**src/rtl/bitser_pkg.sv**
```systemverilog
// Shared definitions for the bit-serial bitwise sequencer: op encodings and FSM states.
package bitser_pkg;

    localparam logic [1:0] OP_NE  = 2'b00;
    localparam logic [1:0] OP_XOR = 2'b01;
    localparam logic [1:0] OP_AND = 2'b10;
    localparam logic [1:0] OP_OR  = 2'b11;

    typedef enum logic [1:0] {
        IDLE  = 2'd0,
        SHIFT = 2'd1,
        DONE  = 2'd2
    } state_t;

endpackage

```
**src/rtl/bitwiseblock.sv**
```systemverilog
// One-bit bitwise slice. Written behaviourally; it is equivalent to the NAND-only gate netlist.
// The chain flag leaves un-inverted; any inversion selected by op0 is applied downstream.
module bitwiseblock
    import bitser_pkg::*;
(
    input  logic a,
    input  logic b,
    input  logic cin,
    input  logic op1,
    input  logic op0,
    output logic q,
    output logic cout
);

    always_comb begin
        q = 1'b0;
        case ({op1, op0})
            OP_NE:   q = 1'b0;
            OP_XOR:  q = a ^ b;
            OP_AND:  q = a & b;
            OP_OR:   q = a | b;
            default: q = 1'b0;
        endcase
    end

    // op1 masks out positions where a=1, turning "any difference" into "b above a"
    assign cout = cin | ((a ^ b) & ~(op1 & a));

endmodule

```
**src/rtl/bitwise_serial_seq.sv**
```systemverilog
// Bit-serial sequencer driving one bitwiseblock LSB first, carrying the chain through a flop.
// Optional `zero` output is enabled by defining BITSER_ZERO_FLAG_EN.
//
// state | meaning
// ------+---------------------------------------------------------------
// IDLE  | waiting for start; result/flag hold the last operation
// SHIFT | one operand bit per edge through the slice, WIDTH edges total
// DONE  | one-cycle done pulse; a new start is accepted here as well
module bitwise_serial_seq
    import bitser_pkg::*;
#(
    parameter int WIDTH = 8
) (
    input  logic             clk,
    input  logic             rst,
    input  logic             start,
    input  logic [1:0]       op,
    input  logic [WIDTH-1:0] a_in,
    input  logic [WIDTH-1:0] b_in,
    output logic             ready,
    output logic             busy,
    output logic             done,
    output logic [WIDTH-1:0] result,
    output logic             flag
`ifdef BITSER_ZERO_FLAG_EN
    ,
    output logic             zero
`endif
);

    localparam int CW = $clog2(WIDTH);
    localparam logic [CW-1:0] LAST = CW'(WIDTH - 1);

    state_t           state;
    logic [CW-1:0]    cnt;
    logic [WIDTH-1:0] sh_a;
    logic [WIDTH-1:0] sh_b;
    logic [1:0]       op_r;
    logic             acc;
    logic             q;
    logic             cout;
`ifdef BITSER_ZERO_FLAG_EN
    logic             nz;
`endif

    bitwiseblock u_slice (
        .a    (sh_a[0]),
        .b    (sh_b[0]),
        .cin  (acc),
        .op1  (op_r[1]),
        .op0  (op_r[0]),
        .q    (q),
        .cout (cout)
    );

    always_ff @(posedge clk or posedge rst) begin
        if (rst) begin
            state  <= IDLE;
            cnt    <= '0;
            sh_a   <= '0;
            sh_b   <= '0;
            op_r   <= OP_NE;
            acc    <= 1'b0;
            result <= '0;
            flag   <= 1'b0;
            done   <= 1'b0;
            busy   <= 1'b0;
            ready  <= 1'b1;
`ifdef BITSER_ZERO_FLAG_EN
            nz     <= 1'b0;
            zero   <= 1'b0;
`endif
        end else begin
            case (state)
                IDLE, DONE: begin
                    done <= 1'b0;
                    if (start) begin
                        sh_a  <= a_in;
                        sh_b  <= b_in;
                        op_r  <= op;
                        acc   <= 1'b0;
                        cnt   <= '0;
                        busy  <= 1'b1;
                        ready <= 1'b0;
                        state <= SHIFT;
`ifdef BITSER_ZERO_FLAG_EN
                        nz    <= 1'b0;
`endif
                    end else begin
                        state <= IDLE;
                    end
                end
                SHIFT: begin
                    // LSB-first q enters at the top so it reaches its own weight after WIDTH shifts
                    result <= {q, result[WIDTH-1:1]};
                    acc    <= cout;
                    sh_a   <= sh_a >> 1;
                    sh_b   <= sh_b >> 1;
`ifdef BITSER_ZERO_FLAG_EN
                    nz     <= nz | q;
`endif
                    if (cnt == LAST) begin
                        flag  <= cout ^ op_r[0];
                        done  <= 1'b1;
                        busy  <= 1'b0;
                        ready <= 1'b1;
                        state <= DONE;
`ifdef BITSER_ZERO_FLAG_EN
                        zero  <= ~(nz | q);
`endif
                    end else begin
                        cnt <= cnt + CW'(1);
                    end
                end
                default: begin
                    state <= IDLE;
                    done  <= 1'b0;
                    busy  <= 1'b0;
                    ready <= 1'b1;
                end
            endcase
        end
    end

endmodule

```
**config.mk**
```make
export PLATFORM = sky130hd
export DESIGN_NAME = bitwise_serial_seq
export DESIGN_NICKNAME = d
export VERILOG_FILES = /design/src/rtl/bitser_pkg.sv /design/src/rtl/bitwiseblock.sv /design/src/rtl/bitwise_serial_seq.sv
export SDC_FILE = /design/constraint.sdc
export NUM_CORES = 1
export LEC_CHECK = 0
export BUFFER_PORTS_ARGS = -buffer_cell sky130_fd_sc_hd__buf_2
export CAP_MARGIN = 20
export CORE_ASPECT_RATIO = 0.6
export CORE_MARGIN = 4
export CORE_UTILIZATION = 50
export DETAILED_ROUTE_END_ITERATION = 7
export PLACE_DENSITY = 0.73
export SLEW_MARGIN = 10
export SYNTH_ARGS = -nofsm -noshare
export SYNTH_HDL_FRONTEND = slang
export SYNTH_HIERARCHICAL = 1
export SYNTH_SLANG_ARGS = --single-unit
```
**constraint.sdc**
```tcl
create_clock -name clk -period 4 [get_ports clk]
set_input_delay 0.8 -clock clk [delete_from_list [all_inputs] [get_ports clk]]
set_output_delay 0.8 -clock clk [all_outputs]
set_load 0.02 [all_outputs]
```
==> Yosys cells after proc, flatten, opt, wreduce, memory -nomap -nowiden <==
Index checks and enable logic that the tools add are counted.
{ "word_totals": {"ff_bits": 36, "latch_bits": 0, "ramBits": 0, "romBits": 0, "output_inout_bits": 12, "word_cells": 57, "memories": 0} }
{ "op_classes": {"n_addsub": 1, "n_mul": 0, "n_div": 0, "order_cmp": 0, "n_eq_ne": 9, "n_shift": 0, "muxes": 19, "bitwise": 8, "reduce_logical": 9} }
{ "ops": {"columns": ["operator", "count"], "rows": [
  ["case mux 8 bit (2 select lines)", 2],
  ["2-to-1 mux 8 bit", 2],
  ["AND reduction 2 bit", 4],
  ["equality test 2 bit, second input constant", 3],
  ["2-to-1 mux 1 bit", 6],
  ["2-to-1 mux 3 bit", 2],
  ["!= test 2 bit, second input constant", 3],
  ["case mux 1 bit (2 select lines)", 3],
  ["case mux 3 bit (2 select lines)", 1],
  ["equality test 2 x 1 -> 1 bit, second input constant", 2],
  ["zero test 2 bit", 2],
  ["case mux 1 bit (4 select lines)", 1],
  ["case mux 2 bit (2 select lines)", 1],
  ["adder 3 x 1 -> 3 bit, second input constant", 1],
  ["bitwise AND 1 bit", 3],
  ["equality test 3 bit, second input constant", 1],
  ["AND reduction 3 bit", 1],
  ["2-to-1 mux 2 bit", 1],
  ["bitwise OR 1 bit", 2],
  ["nonzero test 2 bit", 1],
  ["OR reduction 2 bit", 1],
  ["XOR 1 bit", 2],
  ["NOT 1 bit", 1]
]} }

==> Longest topological paths before layout <==
Gate-level depths: netlist (run 1).
{ "depth": {"depth_word": 5, "mapped_depth": 7, "ltp_nobuf": 7} }

==> Cells and area by module <==
The synthesis (run 1) kept the hierarchy.
{ "modules_own_cells": {"columns": ["module", "instances", "cells_each", "area_per_inst_um2", "seq_area_each_um2"], "rows": [
  ["bitwise_serial_seq", 1, 157, 1640.3, 902.1],
  ["bitwiseblock", 1, 11, 70.1, 0.0]
]} }

==> Worst setup path after synthesis (run 1) <==
No wires, ideal clock.
{ "synth_timing": {"kind": "input -> register", "from": "in start", "to": "reg sh_a[1]", "arrival_ns": 1.429, "required_time_ns": 3.876, "slack_ns": 2.448, "stages": 5, "path_cell_list": "buf_4 -> nor2_2 -> a21o_1 -> buf_6 -> a21oi_2"} }
{ "synth_between": {"elab_chain_len": 2} }
{ "synth_rtl": {"columns": ["item", "line", "text"], "rows": [
  ["start: declaration", "bitwise_serial_seq.sv:16", "input logic start,"],
  ["!= test 2 bit (no source line)", null, null],
  ["AND reduction 2 bit (no source line)", null, null],
  ["end signal: assignment", "bitwise_serial_seq.sv:78", "sh_a <= a_in;"],
  ["end signal: assignment", "bitwise_serial_seq.sv:97", "sh_a <= sh_a >> 1;"],
  ["end: declaration", "bitwise_serial_seq.sv:36", "logic [WIDTH-1:0] sh_a;"]
]} }
No other way between the ends.
A chain may end at the register's enable or synchronous reset.

==> Worst setup path in the final report (run 1) <==
{ "layout_timing": {"from": "reg state[0]", "to": "reg sh_a[5]"} }
{ "layout_between": {"elab_chain_len": 4} }
{ "layout_rtl": {"columns": ["item", "line", "text"], "rows": [
  ["start: declaration", "bitwise_serial_seq.sv:34", "state_t state;"],
  ["start signal: assignment", "bitwise_serial_seq.sv:58", "state <= IDLE;"],
  ["start signal: assignment", "bitwise_serial_seq.sv:85", "state <= SHIFT;"],
  ["start signal: assignment", "bitwise_serial_seq.sv:90", "state <= IDLE;"],
  ["equality test 2 bit / zero test 2 bit (equally long branches)", "bitwise_serial_seq.sv:74", "case (state)"],
  ["OR reduction 2 bit", "bitwise_serial_seq.sv:74", null],
  ["!= test 2 bit (no source line) / nonzero test 2 bit (equally long branches)", null, null],
  ["AND reduction 2 bit (no source line)", null, null]
]} }
Several ways; a longest one is shown, not always the timed one.

==> summary.txt, run 1 <==
Logic synthesis
  – Synth cell types: 29
  – Post-synthesis sequential area ratio: 52.7%
  – Seq cells post-synth: 36
  – Post-Syn Area: 0.00171 mm²
  – Post-Syn Instances: 168
  – Syn_nets: 193
  – Mean Syn Cell Area: 10.2 µm²
  – Yosys warnings: 6

Flow run
  – Max-cap viol count: 0

Final layout
  – Storage element area: 902 µm²
  – Fill cells: 297
  – Area of the multi-input gates: 671 µm²
  – Fraction of layout cells with a size suffix above 1: 29.6%
  – Area Overhead vs Synth: 13.6%
  – ANT cells: 0
  – Final nets: 223

Clock network
  – # clock sinks: 36
  – Clock tree buffer depth: 2
  – Post-cts repair resize count: 0
  – Worst-Skew Late Latency: 0.28 ns
  – Root Buffer: clkbuf_8
  – CTS tree: yes
  – H-Tree Depth: 2
  – Num CTS Buffers: 5
  – Post-CTS Setup Bufs: 0
  – Clock slew at reported path FFs: 0.07 ns
  – CTS Hold Buffers Added: 0

Pwr
  – Comb pwr share: 41.5%
  – Power Internal: 0.944 mW
  – Leak: 1.03 nW
  – Peak supply drop: 356 µV
  – Sw Pwr: 0.643 mW
  – Power, Total: 1.59 mW
  – Pwr dens: 817 mW/mm²
  – Sw Share: 40.5%
  – Flop pwr share: 41.9%
  – Clock power share: 16.6%

Critical path
  – Required time of the worst setup path: 4.15 ns
  – CP peak stage delay: 0.68 ns
  – Crit path max fanout: 20
  – CP Data Arrival Time: 1.98 ns
  – Buf/Inv on CP: 0
  – CP Class: flip-flop to flip-flop
  – CP cell instances: nand2b_1 -> o22ai_1 -> a21oi_2
  – CP startpoint kind: flip-flop
  – Worst path slowest cell: dfrtp_1
  – Critical path's top delay family: flip-flops
  – Crit path capture type: flip-flop

Floorplan
  – Initial Util: 52.4%
  – Full die area: 0.00445 mm²
  – Io pins: 33
  – Die X: 83.5 µm
  – Core box area: 0.00326 mm²
  – Chip Height: 53.3 µm
  – Row cnt: 16

Detailed routing
  – Starting DRC count in detailed routing: 29
  – Via-per-instance ratio: 5.16
  – First-pass iteration count of the detailed router: 4
  – Vias: 1,259
  – WL per Instance: 13.7 µm
  – Antenna Violating Nets Remaining: 0
  – DR DRC count: 0
  – Post-Route WL: 3.35 mm

Global route
  – Initial antenna violation count: 0
  – GRT Total Usage: 16.9%
  – Vias in the first global route: 1,320
  – Pin count of the biggest net entering global routing: 37
  – Grt total ovfl: 0
  – First-pass GRT wire length: 5.80 mm

Place
  – Hpwl dp: 2.42 mm
  – Port bufs: 32
  – Setup WS pre-CTS: 2.07 ns
  – Routability cong.: 0.754

Run status
  – Status: finished clean

Timing
  – Slew of the pin with the lowest slew margin: 0.838 ns
  – RSZ-0062 raised after global routing: no
  – Setup TNS: 0 ns
  – Clk_skew: 0.0108 ns
  – PnR worst setup slack: 2.17 ns
  – Max-slew headroom: 44.1%
  – # setup viols final: 0
  – Fin. Hold Viols: 0
  – Hold_ws: 0.460 ns
  – Final min period: 1.83 ns
  – Achievable frequency: 0.547 GHz
  – Tcrit/Tclk final: 45.7%
  – Final slew viol count: 0

Hold path
  – Hold crit path type: flip-flop to flip-flop
==> cells in the final DEF (no fill, tap or decap), types with 3 or more instances in the layout <==
cell	instances
ha_1	4
a21oi_2	10
inv_1	14
o22ai_2	4
nand2_1	39
mux2i_1	3
clkbuf_8	6
buf_2	32
a21oi_1	4
o21ai_1	6
o22ai_1	7
a21o_1	4
nor2_1	4
nand3_1	6
a22o_1	3
dfrtp_1	35
nor2b_1	4
==> worst reg2reg max path: stages (launching register included) <==
cell	delay, ns
dfrtp_1	0.68
nand2b_1	0.58
o22ai_1	0.40
a21oi_2	0.05
==> sequential cells by signal (all words and copies together) (netlist names) <==
register,flops
done,1
flag,1
acc,1
op_r,2
ready,1
sh_b,8
busy,1
result,8
cnt,3
sh_a,8
state,2
==> cell usage after synthesis <==
cell type / instances / area, µm²
nand2_1: 39 / 146
dfrtp_1: 35 / 876
inv_1: 14 / 52.6
a21oi_2: 10 / 87.6
o22ai_1: 7 / 43.8
nand3_1: 6 / 30.0
o21ai_1: 6 / 30.0
a21o_1: 4 / 30.0
a21oi_1: 4 / 20.0
buf_4: 4 / 30.0
buf_6: 4 / 45.0
ha_1: 4 / 50.1
nor2_1: 4 / 15.0
nor2b_1: 4 / 25.0
o22ai_2: 4 / 50.1
a22o_1: 3 / 26.3
mux2i_1: 3 / 30.0
buf_2: 2 / 10.0
a211oi_1: 1 / 7.51
and2_1: 1 / 6.26
dfstp_2: 1 / 26.3
nand2b_1: 1 / 6.26
nand2b_4: 1 / 13.8
nor2_2: 1 / 6.26
nor2b_4: 1 / 13.8
o211ai_1: 1 / 7.51
o21ai_0: 1 / 5.00
or3b_4: 1 / 11.3
xnor2_1: 1 / 8.76
==> final timing paths <==
| check | to | depth (start not counted) | slack [ns] | start |
|---|---|---|---|---|
| setup / recovery | sh_a[5] | 3 | 2.17 | state[0] |
| min in group asynchronous | result[6] | 3 | 0.61 | rst |
| max in group asynchronous | ready | 3 | 3.06 | rst |
| setup reg to reg | sh_a[5] | 3 | 2.17 | state[0] |
| hold reg to reg | ready | 2 | 0.46 | ready |
| hold / removal | ready | 2 | 0.46 | ready |
==> cells by family (layout without fill, tap and decap cells) <==
kind of cell | count (synthesis) | in the layout | share of synthesized area (%)
XOR/XNOR | 1 | 1 | 0.512
AND/OR/NAND/NOR | 59 | 59 | 16.0
AO/OA/AOI/OAI | 41 | 41 | 18.0
multiplexers | 3 | 3 | 1.76
adder cells (fa/ha/maj) | 4 | 4 | 2.93
flip-flops | 36 | 36 | 52.7
buffers and inverters | 24 | 55 | 8.05
==> power by group through the flow <==
stage	registers, mW	logic (mW)	clock network (mW)
final	0.665	0.659	0.263
after global routing	0.687	0.744	0.290
after CTS	0.663	0.667	0.272
after detailed placement	0.667	0.665	0
after global placement	0.659	0.628	0
after floorplan	0.690	0.506	0
==> per-stage QoR <==
step	std cells	instance area (µm²)	util, %
4_1_cts	244	1940	59.5
2_1_floorplan	168	1710	-
6_report	244	1940	59.5
3_3_place_gp	236	1850	56.7
3_5_place_dp	236	1850	56.7
5_1_grt	244	1940	59.5
==> cell type report <==
cell class | count | area share, %
timing repair buffer | 33 | 8.63
tap | 45 | 2.90
multi-input combinational | 108 | 34.5
sequential | 36 | 46.4
clock inverter | 1 | 0.386
inverter | 14 | 2.70
clock buffer | 7 | 4.44
==> routing by layer <==
layer | wire, µm | global-route usage [%] | share of wire, % | up-vias
met5 | 0 | 0 | 0 | -
met4 | 8 | 4.81 | 0.24 | 0
met3 | 230 | 6.07 | 6.9 | 2
met2 | 1550 | 28.5 | 46 | 33
met1 | 1560 | 20.9 | 47 | 606
li1 | - | - | - | 618
Power figures use the tool's default switching activity.
==> inputs of run 2 (changes only) <==
clock period = 1.87 ns   (was 4 ns; I/O delays follow)
==> run 2 against run 1 <==
Net effect:
- die area stayed put
- non-clock buffer count is 3 higher
- hold slack got worse by 0.29 ns
- clock skew down 0.0017 ns
- sequential share of layout area shrank 0.24 points
- clock power grew 99%
- first-iteration DRC count rose by 140%
- sequential power is 110% higher
- register-to-register slack got worse by 1.9 ns
- utilization grew 0.31 points
- final area increased by 0.52%
- via count about the same
- largest cell class unchanged
==> summary.txt, run 2 (synthesis gave the netlist of run 1 again) <==
Detailed routing
  – DR DRC count: 0 (unchanged)
  – WL per Instance: 13.4 µm (was 13.7 µm)
  – First-pass iteration count of the detailed router: 4 (unchanged)
  – Antenna Violating Nets Remaining: 0 (unchanged)
  – Vias: 1,258 (was 1,259)
  – Post-Route WL: 3.32 mm (was 3.35 mm)
  – Starting DRC count in detailed routing: 71 (was 29)
  – Via-per-instance ratio: 5.09 (was 5.16)

Timing
  – Tcrit/Tclk final: 82.9% (was 45.7%)
  – # setup viols final: 0 (unchanged)
  – Fin. Hold Viols: 0 (unchanged)
  – RSZ-0062 raised after global routing: no (unchanged)
  – PnR worst setup slack: 0.320 ns (was 2.17 ns)
  – Final min period: 1.55 ns (was 1.83 ns)
  – Max-slew headroom: 63.2% (was 44.1%)
  – Setup TNS: 0 ns (unchanged)
  – Clk_skew: 0.00907 ns (was 0.0108 ns)
  – Achievable frequency: 0.645 GHz (was 0.547 GHz)
  – Slew of the pin with the lowest slew margin: 0.551 ns (was 0.838 ns)
  – Final slew viol count: 0 (unchanged)

Critical path
  – CP peak stage delay: 0.58 ns (was 0.68 ns)
  – CP Launch Point: state[1] (was state[0])
  – Crit path max fanout: 12 (was 20)
  – Buf/Inv on CP: 1 (was 0)
  – Most used cell, CP: nand2_1
  – CP cell instances: nand2b_1 -> buf_4 -> nand2_1 -> nand2_1 (was nand2b_1 -> o22ai_1 -> a21oi_2)
  – CP Class: flip-flop to flip-flop (unchanged)
  – Critical R2R Launch: state[1] (was state[0])
  – Worst path slowest cell: dfrtp_1 (unchanged)
  – CP Data Arrival Time: 1.78 ns (was 1.98 ns)
  – Required time of the worst setup path: 2.10 ns (was 4.15 ns)
  – Crit path capture type: flip-flop (unchanged)
  – Critical path's top delay family: simple AND/OR/NAND/NOR gates (was flip-flops)
  – CP startpoint kind: flip-flop (unchanged)

Global route
  – GRT Total Usage: 17.4% (was 16.9%)
  – First-pass GRT wire length: 5.86 mm (was 5.80 mm)
  – Vias in the first global route: 1,301 (was 1,320)
  – Pin count of the biggest net entering global routing: 37 (unchanged)
  – Grt total ovfl: 0 (unchanged)
  – Initial antenna violation count: 0 (unchanged)

Pwr
  – Pwr dens: 1740 mW/mm² (was 817 mW/mm²)
  – Leak: 1.04 nW (was 1.03 nW)
  – Peak supply drop: 711 µV (was 356 µV)

Clock network
  – CTS Hold Buffers Added: 0 (unchanged)
  – Worst-Skew Late Latency: 0.29 ns (was 0.28 ns)
  – # clock sinks: 36 (unchanged)
  – Root Buffer: clkbuf_8 (unchanged)
  – CTS tree: yes (unchanged)
  – Post-cts repair resize count: 0 (unchanged)
  – Clock tree buffer depth: 2 (unchanged)
  – Post-CTS Setup Bufs: 0 (unchanged)
  – H-Tree Depth: 2 (unchanged)
  – Num CTS Buffers: 5 (unchanged)
  – Clock slew at reported path FFs: 0.07 ns (about the same)

Final layout
  – Regs by FF count: result (8), sh_a (8), sh_b (8) (unchanged)
  – Area Overhead vs Synth: 14.2% (was 13.6%)
  – Final nets: 226 (was 223)
  – Fraction of layout cells with a size suffix above 1: 30.2% (was 29.6%)
  – ANT cells: 0 (unchanged)
  – Commonest non-fill, non-tap cell in the layout: nand2_1 (unchanged)
  – Most frequent cells in the layout: 39 x nand2_1, 35 x dfrtp_1, 32 x buf_2 (unchanged)
  – Non-Filler Instances: 247 (was 244)

Floorplan
  – Die X: 83.5 µm (unchanged)
  – Chip Height: 53.3 µm (unchanged)
  – Io pins: 33 (unchanged)
  – Core box area: 0.00326 mm² (unchanged)
  – Row cnt: 16 (unchanged)
  – Full die area: 0.00445 mm² (unchanged)
  – Initial Util: 52.4% (unchanged)

Place
  – Port bufs: 32 (unchanged)
  – Hpwl dp: 2.45 mm (was 2.42 mm)
  – Routability cong.: 0.773 (was 0.754)
  – Placed cells: 239 (was 236)
  – Setup WS pre-CTS: 0.336 ns (was 2.07 ns)

Flow run
  – Max-cap viol count: 0 (unchanged)

Run status
  – Status: finished clean (unchanged)

Hold path
  – Hold crit path type: primary input to async pin (was flip-flop to flip-flop)
[run 2: cell count changes in the layout (fill, tap and decap cells not counted), sizes merged]
cell	change
buf	+3
clkinv	+1
clkinvlp	-1
[run 2: final timing paths]
kind | cells past startpoint | slack [ns] | endpoint
min | 3 | 0.17 | result[5]
min reg2reg | 2 | 0.46 | ready
max reg2reg | 4 | 0.32 | result[4]
max in group asynchronous | 3 | 1.37 | ready
max | 4 | 0.32 | result[4]
min in group clk | 3 | 0.28 | op_r[1]
[run 2: layer usage]
metal  GRT usage [%]  share of wire [%]
met5               0                  0
met4            8.56                2.2
met3            6.07                6.0
met2            27.3                 44
met1            21.7                 48
[run 2: per-stage QoR]
step	hold slack (ns)	power [mW]	cell area [µm²]	utilization [%]
2_1_floorplan	0.450	2.56	1710	-
3_3_place_gp	0.447	2.80	1870	57.4
3_5_place_dp	0.452	2.90	1870	57.4
4_1_cts	0.188	3.43	1950	59.9
5_1_grt	0.222	3.69	1950	59.9
6_report	0.167	3.39	1950	59.9
[run 2: where the power goes]
part	total [mW]	internal (mW)	switching (mW)
logic	1.46	0.621	0.839
registers	1.41	1.14	0.270
clock network	0.524	0.261	0.263
[run 2: tightest hold or removal path: stages]
cell and delay [ns]:
buf_2 0.09, inv_1 0.04, buf_4 0.38
[run 2: area by class of cell]
cell class | count | area, µm²
Multi-Input combinational cell | 108 | 671
Fill cell | 290 | 1310
Timing Repair Buffer | 36 | 190
Inverter | 14 | 52.6
Clock inverter | 1 | 5.00
Tap cell | 45 | 56.3
Sequential cell | 36 | 902
Clock buffer | 7 | 76.3
==> inputs of run 3 (changes only) <==
clock period = 1.5 ns   (was 1.87 ns; I/O delays follow)
==> run 3 against run 2 <==
Net effect:
- total power rose by 28%
- fmax rose by 7.1%
- first-iteration DRC count did not move
- hold slack got worse by 0.050 ns
- largest cell class unchanged
- critical path type unchanged
- global-route usage fell by 0.78 points
- sequential share of layout area fell by 1.1 points
==> summary.txt, run 3 (synthesis gave the netlist of run 1 again) <==
Run status
  – Status: finished clean (unchanged)

Final layout
  – ANT cells: 0 (unchanged)
  – Regs by FF count: result (8), sh_a (8), sh_b (8) (unchanged)
  – Final nets: 230 (was 226)
  – Most frequent cells in the layout: 39 x nand2_1, 34 x dfrtp_1, 32 x buf_2 (was 39 x nand2_1, 35 x dfrtp_1, 32 x buf_2)
  – Commonest non-fill, non-tap cell in the layout: nand2_1 (unchanged)
  – Area Overhead vs Synth: 17.0% (was 14.2%)
  – Fraction of layout cells with a size suffix above 1: 33.2% (was 30.2%)

Critical path
  – CP startpoint kind: flip-flop (unchanged)
  – Crit path capture type: flip-flop (unchanged)
  – Required time of the worst setup path: 1.66 ns (was 2.10 ns)
  – Worst path slowest cell: dfrtp_1 (unchanged)
  – Most used cell, CP: ha_1 (was nand2_1)
  – CP peak stage delay: 0.39 ns (was 0.58 ns)
  – CP Class: flip-flop to flip-flop (unchanged)
  – CP Data Arrival Time: 1.61 ns (was 1.78 ns)
  – CP cell instances: ha_1 -> ha_1 -> or3b_4 -> nand3_1 -> o21ai_1 (was nand2b_1 -> buf_4 -> nand2_1 -> nand2_1)
  – Crit path max fanout: 4 (was 12)

Timing
  – Clk_skew: 0.00150 ns (was 0.00907 ns)
  – Final slew viol count: 0 (unchanged)
  – Fin. Hold Viols: 0 (unchanged)
  – Final min period: 1.45 ns (was 1.55 ns)
  – PnR worst setup slack: 0.0527 ns (was 0.320 ns)
  – Max-slew headroom: 69.9% (was 63.2%)
  – Slew of the pin with the lowest slew margin: 0.452 ns (was 0.551 ns)
  – Achievable frequency: 0.691 GHz (was 0.645 GHz)
  – Tcrit/Tclk final: 96.5% (was 82.9%)
  – # setup viols final: 0 (unchanged)

Clock network
  – CTS Hold Buffers Added: 0 (unchanged)
  – H-Tree Depth: 2 (unchanged)
  – Clock tree buffer depth: 2 (unchanged)
  – # clock sinks: 36 (unchanged)
  – CTS tree: yes (unchanged)
  – Worst-Skew Late Latency: 0.28 ns (was 0.29 ns)
  – Clock slew at reported path FFs: 0.07 ns (about the same)
  – Num CTS Buffers: 5 (unchanged)
  – Root Buffer: clkbuf_8 (unchanged)

Detailed routing
  – First-pass iteration count of the detailed router: 5 (was 4)
  – WL per Instance: 13.0 µm (was 13.4 µm)
  – Via-per-instance ratio: 5.01 (was 5.09)
  – Starting DRC count in detailed routing: 71 (unchanged)
  – DR DRC count: 0 (unchanged)
  – Post-Route WL: 3.25 mm (was 3.32 mm)
  – Vias: 1,253 (was 1,258)
  – Antenna Violating Nets Remaining: 0 (unchanged)

Floorplan
  – Die X: 83.5 µm (unchanged)
  – Io pins: 33 (unchanged)
  – Row cnt: 16 (unchanged)
  – Full die area: 0.00445 mm² (unchanged)
  – Initial Util: 52.4% (unchanged)
  – Chip Height: 53.3 µm (unchanged)
  – Core box area: 0.00326 mm² (unchanged)

Global route
  – Grt total ovfl: 0 (unchanged)
  – First-pass GRT wire length: 5.68 mm (was 5.86 mm)
  – Pin count of the biggest net entering global routing: 37 (unchanged)
  – GRT Total Usage: 16.6% (was 17.4%)
  – Vias in the first global route: 1,271 (was 1,301)
  – Initial antenna violation count: 0 (unchanged)

Flow run
  – Max-cap viol count: 0 (unchanged)

Place
  – Hpwl dp: 2.40 mm (was 2.45 mm)
  – Setup WS pre-CTS: 0.0379 ns (was 0.336 ns)
  – Port bufs: 32 (unchanged)
  – Routability cong.: 0.801 (was 0.773)

Pwr
  – Power, Total: 4.35 mW (was 3.39 mW)
  – Pwr dens: 2170 mW/mm² (was 1740 mW/mm²)
  – Leak: 1.07 nW (was 1.04 nW)
  – Peak supply drop: 1030 µV (was 711 µV)

Hold path
  – Hold crit path type: primary input to async pin (unchanged)
==> run 3: stage by stage <==
step           instances  cell area [µm²]   TNS [ns]  hold WS, ns  util, %
2_1_floorplan        168             1710          0        0.405        -
3_3_place_gp         242             1890          0        0.416     58.1
3_5_place_dp         242             1890          0        0.427     58.1
4_1_cts              249             1990          0        0.126     61.0
5_1_grt              250             2000  -0.000533        0.147     61.3
6_report             250             2000          0        0.117     61.3
==> run 3: power breakdown <==
group | switching [mW] | internal, mW
sequential | 0.327 | 1.42
clock | 0.318 | 0.409
combinational | 1.05 | 0.820
==> run 3: critical path, delay by kind of cell, from the launching register on <==
family	cells	cell delay, ns
AND/OR/NAND/NOR	2	0.48
AO/OA/AOI/OAI	1	0.07
flip-flops	1	0.39
adder cells (fa/ha/maj)	2	0.41
==> run 3: final timing paths <==
path	cells after the start	to	slack [ns]	startpoint
worst max register to register	5	cnt[0]	0.05	cnt[0]
max in group asynchronous	3	state[0]	1.04	rst
worst min register to register	2	ready	0.46	ready
worst max-delay path	5	cnt[0]	0.05	cnt[0]
min in group clk	3	op_r[1]	0.22	op[1]
worst min-delay path	3	result[6]	0.12	rst
==> run 3: timing repair <==
| item | CTS | global route |
|---|---|---|
| buffers inserted | 0 | 1 |
| resized for setup | 0 | 2 |
| setup endpoints to repair | 0 | 8 |
==> run 3: layout make-up <==
class,count,area [µm²]
fillers,286,1260
flip-flops and latches,36,903
multi-input cells,108,673
repair buffers,40,220
clock buffers,7,96.3
well taps,45,56.3
inverters,14,52.6
==> run 3: routing by layer <==
layer  track usage [%]  up-vias  wire (µm)  part of all wire [%]
li1                  -      630          -                     -
met5                 0        -          0                     0
met2              26.5       30       1410                    43
met1              21.3      591       1610                    49
met4              4.01        0          8                  0.25
met3              6.69        2        221                   6.8
